--- src/rtl/fft_pkg.sv ---
// Shared fixed-point helpers and the packed complex type for the FFT datapath.
`ifndef FFT_CPLX_T
`define FFT_CPLX_T(h) struct packed { logic signed [(h)-1:0] re; logic signed [(h)-1:0] im; }
`endif

package fft_pkg;

   localparam int unsigned AccW = 64;
   typedef logic signed [AccW-1:0] acc_t;

   function automatic int unsigned half_width(input int unsigned width);
      return width / 2;
   endfunction

   function automatic acc_t sat_n(input acc_t x, input int unsigned n);
      acc_t hi;
      acc_t lo;
      hi = (acc_t'(1) <<< (n - 1)) - acc_t'(1);
      lo = -(acc_t'(1) <<< (n - 1));
      if (x > hi) return hi;
      if (x < lo) return lo;
      return x;
   endfunction

   function automatic logic sat_hit(input acc_t x, input int unsigned n);
      return (x != sat_n(x, n));
   endfunction

   // Arithmetic right shift; with rnd set, adds half an output LSB first (round half up).
   function automatic acc_t round_shift(input acc_t x, input int unsigned sh, input bit rnd);
      acc_t y;
      y = x;
      if (rnd && (sh > 0)) y = x + (acc_t'(1) <<< (sh - 1));
      return y >>> sh;
   endfunction

endpackage

--- src/rtl/cmul_pipe.sv ---
// Complex multiply front end: operand (S1) and product (S2) registers, followed by the
// combinational round, shift and saturate of the twiddled product t = W*B.
module cmul_pipe
   import fft_pkg::*;
#(
   parameter int unsigned WIDTH = 32,
   parameter int unsigned ROUND = 1
) (
   input  logic                      clk,
   input  logic                      rst,
   input  logic                      i_en,
   input  logic                      i_valid,
   input  logic [WIDTH-1:0]          i_a,
   input  logic [WIDTH-1:0]          i_b,
   input  logic [WIDTH-1:0]          i_w,
   input  logic                      i_scale,
   output logic                      o_valid,
   output logic [WIDTH-1:0]          o_a,
   output logic                      o_scale,
   output logic signed [WIDTH/2-1:0] o_t_re,
   output logic signed [WIDTH/2-1:0] o_t_im,
   output logic                      o_t_ovf
);

   localparam int unsigned H = half_width(WIDTH);
   localparam int unsigned P = 2 * H;
   typedef `FFT_CPLX_T(H) cplx_t;

   logic                r_s1_valid;
   logic                r_s1_scale;
   logic [WIDTH-1:0]    r_s1_a;
   cplx_t               r_s1_b;
   cplx_t               r_s1_w;
   logic                r_s2_valid;
   logic                r_s2_scale;
   logic [WIDTH-1:0]    r_s2_a;
   logic signed [P-1:0] r_p_rr, r_p_ii, r_p_ri, r_p_ir;
   logic signed [P-1:0] w_br, w_bi, w_wr, w_wi;
   acc_t                w_sum_re, w_sum_im, w_sh_re, w_sh_im, w_sat_re, w_sat_im;
   logic                w_unused;

   // Widen before multiplying so the full 2H-bit product survives (-1 * -1 included).
   assign w_br = P'($signed(r_s1_b.re));
   assign w_bi = P'($signed(r_s1_b.im));
   assign w_wr = P'($signed(r_s1_w.re));
   assign w_wi = P'($signed(r_s1_w.im));

   always_ff @(posedge clk) begin
      if (rst) begin
         r_s1_valid <= 1'b0;
         r_s1_scale <= 1'b0;
         r_s1_a     <= '0;
         r_s1_b     <= '0;
         r_s1_w     <= '0;
         r_s2_valid <= 1'b0;
         r_s2_scale <= 1'b0;
         r_s2_a     <= '0;
         r_p_rr     <= '0;
         r_p_ii     <= '0;
         r_p_ri     <= '0;
         r_p_ir     <= '0;
      end else if (i_en) begin
         r_s1_valid <= i_valid;
         r_s1_scale <= i_scale;
         r_s1_a     <= i_a;
         r_s1_b     <= cplx_t'(i_b);
         r_s1_w     <= cplx_t'(i_w);
         r_s2_valid <= r_s1_valid;
         r_s2_scale <= r_s1_scale;
         r_s2_a     <= r_s1_a;
         r_p_rr     <= w_br * w_wr;
         r_p_ii     <= w_bi * w_wi;
         r_p_ri     <= w_br * w_wi;
         r_p_ir     <= w_bi * w_wr;
      end
   end

   always_comb begin
      w_sum_re = acc_t'(r_p_rr) - acc_t'(r_p_ii);
      w_sum_im = acc_t'(r_p_ri) + acc_t'(r_p_ir);
      w_sh_re  = round_shift(w_sum_re, H - 1, ROUND != 0);
      w_sh_im  = round_shift(w_sum_im, H - 1, ROUND != 0);
      w_sat_re = sat_n(w_sh_re, H);
      w_sat_im = sat_n(w_sh_im, H);
   end

   assign o_valid  = r_s2_valid;
   assign o_a      = r_s2_a;
   assign o_scale  = r_s2_scale;
   assign o_t_re   = w_sat_re[H-1:0];
   assign o_t_im   = w_sat_im[H-1:0];
   assign o_t_ovf  = sat_hit(w_sh_re, H) | sat_hit(w_sh_im, H);
   assign w_unused = ^{w_sat_re[AccW-1:H], w_sat_im[AccW-1:H]};

endmodule

--- src/rtl/butterfly_pipe.sv ---
// Radix-2 DIT butterfly: out_a = A + W*B, out_b = A - W*B, three pipeline stages with a
// single global stall enable driven by output backpressure.
module butterfly_pipe
   import fft_pkg::*;
#(
   parameter int unsigned WIDTH = 32,
   parameter int unsigned ROUND = 1
) (
   input  logic             clk,
   input  logic             rst,
   input  logic             in_valid,
   output logic             in_ready,
   input  logic [WIDTH-1:0] in_a,
   input  logic [WIDTH-1:0] in_b,
   input  logic [WIDTH-1:0] in_w,
   input  logic             in_scale,
   output logic             out_valid,
   input  logic             out_ready,
   output logic [WIDTH-1:0] out_a,
   output logic [WIDTH-1:0] out_b,
   output logic             out_ovf
);

   localparam int unsigned H = half_width(WIDTH);
   typedef `FFT_CPLX_T(H) cplx_t;

   logic                w_en;
   logic                w_s2_valid;
   logic                w_s2_scale;
   logic [WIDTH-1:0]    w_s2_a;
   logic signed [H-1:0] w_t_re, w_t_im;
   logic                w_t_ovf;
   cplx_t               w_a;
   acc_t                w_sum [4];
   acc_t                w_res [4];
   logic                w_ovf;
   logic                w_unused;
   logic                r_out_valid;
   logic                r_out_ovf;
   logic [WIDTH-1:0]    r_out_a, r_out_b;

   // Whole pipeline advances together; a stalled output freezes every stage.
   assign w_en     = !r_out_valid || out_ready;
   assign in_ready = w_en;

   cmul_pipe #(
      .WIDTH (WIDTH),
      .ROUND (ROUND)
   ) u_cmul (
      .clk     (clk),
      .rst     (rst),
      .i_en    (w_en),
      .i_valid (in_valid),
      .i_a     (in_a),
      .i_b     (in_b),
      .i_w     (in_w),
      .i_scale (in_scale),
      .o_valid (w_s2_valid),
      .o_a     (w_s2_a),
      .o_scale (w_s2_scale),
      .o_t_re  (w_t_re),
      .o_t_im  (w_t_im),
      .o_t_ovf (w_t_ovf)
   );

   always_comb begin
      w_a      = cplx_t'(w_s2_a);
      w_sum[0] = acc_t'($signed(w_a.re)) + acc_t'(w_t_re);
      w_sum[1] = acc_t'($signed(w_a.im)) + acc_t'(w_t_im);
      w_sum[2] = acc_t'($signed(w_a.re)) - acc_t'(w_t_re);
      w_sum[3] = acc_t'($signed(w_a.im)) - acc_t'(w_t_im);
      w_ovf    = w_t_ovf;
      for (int i = 0; i < 4; i++) begin
         if (w_s2_scale) begin
            w_res[i] = round_shift(w_sum[i], 1, ROUND != 0);
         end else begin
            w_res[i] = sat_n(w_sum[i], H);
            w_ovf    = w_ovf | sat_hit(w_sum[i], H);
         end
      end
   end

   assign w_unused = ^{w_res[0][AccW-1:H], w_res[1][AccW-1:H],
                       w_res[2][AccW-1:H], w_res[3][AccW-1:H]};

   always_ff @(posedge clk) begin
      if (rst) begin
         r_out_valid <= 1'b0;
         r_out_ovf   <= 1'b0;
         r_out_a     <= '0;
         r_out_b     <= '0;
      end else if (w_en) begin
         r_out_valid <= w_s2_valid;
         r_out_ovf   <= w_ovf;
         r_out_a     <= {w_res[0][H-1:0], w_res[1][H-1:0]};
         r_out_b     <= {w_res[2][H-1:0], w_res[3][H-1:0]};
      end
   end

   assign out_valid = r_out_valid;
   assign out_ovf   = r_out_ovf;
   assign out_a     = r_out_a;
   assign out_b     = r_out_b;

endmodule

--- config.mk ---
export PLATFORM = sky130hd
export DESIGN_NAME = butterfly_pipe
export DESIGN_NICKNAME = d
export VERILOG_FILES = /design/src/rtl/fft_pkg.sv /design/src/rtl/cmul_pipe.sv /design/src/rtl/butterfly_pipe.sv
export SDC_FILE = /design/constraint.sdc
export NUM_CORES = 2
export LEC_CHECK = 0
export ABC_AREA = 1
export BUFFER_PORTS_ARGS = -buffer_cell sky130_fd_sc_hd__clkbuf_2
export CAP_MARGIN = 40
export CORE_UTILIZATION = 50
export CTS_BUF_LIST = sky130_fd_sc_hd__clkbuf_8
export DETAILED_ROUTE_END_ITERATION = 8
export PLACE_DENSITY = 0.66
export SYNTH_ARGS = -nofsm -noshare
export SYNTH_HDL_FRONTEND = slang
export SYNTH_SLANG_ARGS = --single-unit
--- constraint.sdc ---
create_clock -name clk -period 8.4 [get_ports clk]
set_input_delay 2.52 -clock clk [delete_from_list [all_inputs] [get_ports clk]]
set_output_delay 2.52 -clock clk [all_outputs]
set_load 0.05 [all_outputs]
==> flow_metrics.env <==
export IMPL_h_tree_depth=3
export IMPL_synthesis_nets=10400
export IMPL_hold_path_class="register to register"
export IMPL_placement_cell_area_sq_um=65600
export IMPL_clk_path_buf_depth=3
export IMPL_critical_path_required_ns=9.12
export IMPL_avg_synthesized_cell_area_sq_um=7.28
export IMPL_yosys_top_cells_area="sky130_fd_sc_hd__fa_1 (33%), sky130_fd_sc_hd__inv_1 (13%), sky130_fd_sc_hd__nand2_1 (12%)"
export IMPL_cts_post_setup_buffers_inserted=0
export IMPL_timing_max_slew_rel_slack_pct=35.2
export IMPL_initialDrtViolationCount=3729
export IMPL_route_detailed_drc=0
export IMPL_rows=130
export IMPL_crit_path_start_kind="register"
export IMPL_synth_yosys_seq_area_share_pct=10.3
export IMPL_number_of_vias_after_detailed_routing=54000
export IMPL_dieHeight_um=358
export IMPL_net_switching_power_uw=15900
export IMPL_worst_r2r_cell_count=27
export IMPL_cp_end_kind="register"
export IMPL_final_design_area_no_fill_sq_um=67300
export IMPL_dp_slack_ns=1.46
export IMPL_effective_utilization_at_floorplan_pct=50.4
export IMPL_post_route_util_pct=53.6
export IMPL_grt_pass1_vias=55300
export IMPL_synth_area_leader_cell="sky130_fd_sc_hd__fa_1"
export IMPL_ys_async_sr_fraction_pct=0
export IMPL_hpwlAfterDp_um=153000
export IMPL_clkSinkCount=326
export IMPL_cell_count_of_the_worst_hold_path=2
export IMPL_pin_count_of_the_biggest_net_entering_global_routing=123
export IMPL_globalplace_congestion=0.934
export IMPL_cp_data_arrival_time_ns=7.67
export IMPL_cts_root_buf="sky130_fd_sc_hd__clkbuf_8"
export IMPL_r2r_end="u_cmul.r_p_ii[25]$_SDFFE_PP0P_"
export IMPL_fillCellCount=12200
export IMPL_cts_clk_slew_worst_paths_ns=0.07
export IMPL_routed_wl_um=186000
export IMPL_clock_network_latency_to_the_later_pin_of_the_worst_skew_pair_ns=0.83
export IMPL_p_leak_uw=0.0371
export IMPL_largest_clock_skew_in_the_final_design_ns=0.0497
export IMPL_cts_made_buffers=72
export IMPL_outcome="finished clean"
export IMPL_min_to="u_cmul.o_valid$_SDFFE_PP0P_"
export IMPL_seq_power_share_pct=9.2
export IMPL_number_of_enable_flip_flop_cells_after_synthesis=0
export IMPL_final_period_utilization_pct=82.8
export IMPL_post_synthesis_cell_area_sq_um=63300
export IMPL_slew_violations=0
export IMPL_layout_cells_most_common_list="sky130_fd_sc_hd__inv_1 (2,186), sky130_fd_sc_hd__nand2_1 (2,080), sky130_fd_sc_hd__fa_1 (1,052), sky130_fd_sc_hd__nor2_1 (540), sky130_fd_sc_hd__ha_1 (527)"
export IMPL_synth_seq_cells=326
export IMPL_tightest_slew_ns=0.970
export IMPL_final_setup_violations=0
export IMPL_setup_worst_path_class="register to register"
export IMPL_rsz_0062_raised_after_global_routing="no"
export IMPL_layout_cells_most_common="sky130_fd_sc_hd__inv_1"
export IMPL_postSynth_topFlopCell="sky130_fd_sc_hd__dfxtp_1"
export IMPL_initial_antenna_violation_count=5
export IMPL_synth_warnings=0
export IMPL_yosysTopAreaCellShare_pct=33.3
export IMPL_combinationalPowerShare_pct=82.5
export IMPL_tritoncts="built"
export IMPL_worst_slack_ns=1.45
export IMPL_grt_first_pass_wirelength_um=300000
export IMPL_cellPowerDensity_nw_per_um2=385
export IMPL_place_port_buffers=167
export IMPL_routed_wire_length_per_instance_um=17.9
export IMPL_setup_total_negative_slack_ns=0
export IMPL_cts_repair_resizes=0
export IMPL_chipWidth_um=358
export IMPL_critPathMaxFanout=18
export IMPL_startpoint_of_the_most_critical_hold_path="u_cmul.o_valid$_SDFFE_PP0P_"
export IMPL_design_die_area_sq_um=128000
export IMPL_globalRouteOverflowTotal=0
export IMPL_boundaryPins=168
export IMPL_area_growth_synth_to_final_pct=6.38
export IMPL_postSynthCellCount=8696
export IMPL_synth_lib_cells_used_distinct=55
export IMPL_ff2ff_setup_slack_ns=1.45
export IMPL_vdd_ir_drop_max_v=0.000302
export IMPL_cp_slowest_cell="sky130_fd_sc_hd__dfxtp_1"
export IMPL_critical_path_top_delay_family="adder cells"
export IMPL_final_nets=10300
export IMPL_core_area_sq_um=126000
export IMPL_internal_power_uw=10000
export IMPL_critical_path_max_stage_delay_ns=0.93
export IMPL_timing_hold_violations_final=0
export IMPL_vias_per_cell=5.20
export IMPL_drtAntennaViolNets=0
export IMPL_worst_path_buf_inv=8
export IMPL_netSwitchingFraction_pct=61.3
export IMPL_grt_usage_pct=29.9
export IMPL_cts_hold_buffers_added=0
export IMPL_layout_drive_gt1_share_pct=5.35
export IMPL_finalCriticalPeriod_ns=6.95
export IMPL_pwr_share_clk_pct=8.3
export IMPL_reg2reg_from="u_cmul.r_s1_w[3]$_SDFFE_PP0P_"
export IMPL_power_total_uw=25900
export IMPL_clock_fmax_mhz=144
export IMPL_firstDrtPassIters=7
export IMPL_maxCapViolCount=0
==> cell usage after synthesis, drive strengths merged, types with 45 or more instances <==
cell type,instances
a21oi,386
clkbuf,327
dfxtp,326
fa,1052
ha,527
inv,2188
nand2,2094
nand3,223
nand4,51
nor2,554
nor3,47
o211ai,45
o21ai,439
o21bai,80
xnor2,78
xor2,73
==> tightest hold or removal path, delay by kind of cell (launching register included) <==
| kind | cells | cell delay [ns] |
|---|---|---|
| buffers and inverters | 1 | 0.06 |
| AO/OA/AOI/OAI | 1 | 0.05 |
| flip-flops | 1 | 0.29 |
==> registers in the layout, summed over array words and instances, names as in the netlist <==
| signal | cells |
|---|---|
| u_cmul.r_p_rr | 32 |
| u_cmul.r_s1_b | 32 |
| u_cmul.r_s1_a | 32 |
| u_cmul.o_scale | 1 |
| u_cmul.o_valid | 1 |
| out_a | 32 |
| u_cmul.o_a | 32 |
| u_cmul.r_s1_valid | 1 |
| u_cmul.r_s1_scale | 1 |
| u_cmul.r_s1_w | 32 |
| u_cmul.r_p_ii | 32 |
| u_cmul.r_p_ir | 32 |
| out_ovf | 1 |
| out_b | 32 |
| out_valid | 1 |
| u_cmul.r_p_ri | 32 |
==> layer usage <==
metal	vias to the layer above	part of all wire (%)	GRT usage (%)	wire (um)
met5	-	0.023	0	43
met4	6	3.5	10.7	6480
met3	273	6.6	4.32	12300
met2	1668	46	48.8	85800
met1	26200	44	40.5	81100
li1	25800	-	-	-
==> cell families (layout without fill, tap and decap cells) <==
family	Yosys count	count (layout)	synth area share, %
other	0	1	0
AO/OA/AOI/OAI	1060	1060	9.37
AND/OR/NAND/NOR	3021	3021	19.2
adder cells (fa/ha/maj)	1579	1579	43.7
XOR/XNOR	151	151	2.13
flip-flops	326	326	10.3
buffers and inverters	2559	2585	15.3
==> final cells by class <==
cell class,instances,area [sq um],share of cell area [%]
antenna,1,2.50,0.00372
timing repair buffer,267,1740,2.58
clock inverter,42,480,0.714
sequential,326,6530,9.70
tap,1650,2060,3.07
clock buffer,87,1200,1.78
inverter,2189,8230,12.2
multi-input combinational,5811,47100,69.9
==> power groups by stage <==
stage	Combinational, uW	Clock, uW	Sequential [uW]
after global placement	20900	0	2430
after detailed placement	21000	0	2420
after global routing	24100	2270	2420
final	21400	2160	2390
after floorplan	15200	0	2610
after CTS	21200	2220	2390
==> through the flow <==
stage / hold WS (ns) / std cells
global placement: 0.441 / 10200
finish: 0.453 / 10400
CTS: 0.457 / 10400
global route: 0.483 / 10400
detailed placement: 0.448 / 10200
floorplan: 0.430 / 8696
==> how the worst max path moves through the flow <==
stage	slack (ns)	cells past startpoint	start	end
finish	1.45	27	u_cmul.r_s1_w[3]$_SDFFE_PP0P_	u_cmul.r_p_ii[25]$_SDFFE_PP0P_
CTS	1.49	25	u_cmul.r_s1_w[3]$_SDFFE_PP0P_	u_cmul.r_p_ii[25]$_SDFFE_PP0P_
global placement	1.48	20	u_cmul.r_s1_b[31]$_SDFFE_PP0P_	u_cmul.r_p_ri[29]$_SDFFE_PP0P_
floorplan	1.99	5	out_ready	in_ready
global route	1.06	20	u_cmul.r_s1_b[15]$_SDFFE_PP0P_	u_cmul.r_p_ii[30]$_SDFFE_PP0P_
detailed placement	1.46	25	u_cmul.r_s1_w[3]$_SDFFE_PP0P_	u_cmul.r_p_ii[25]$_SDFFE_PP0P_
(Power assumes the default switching activity.)
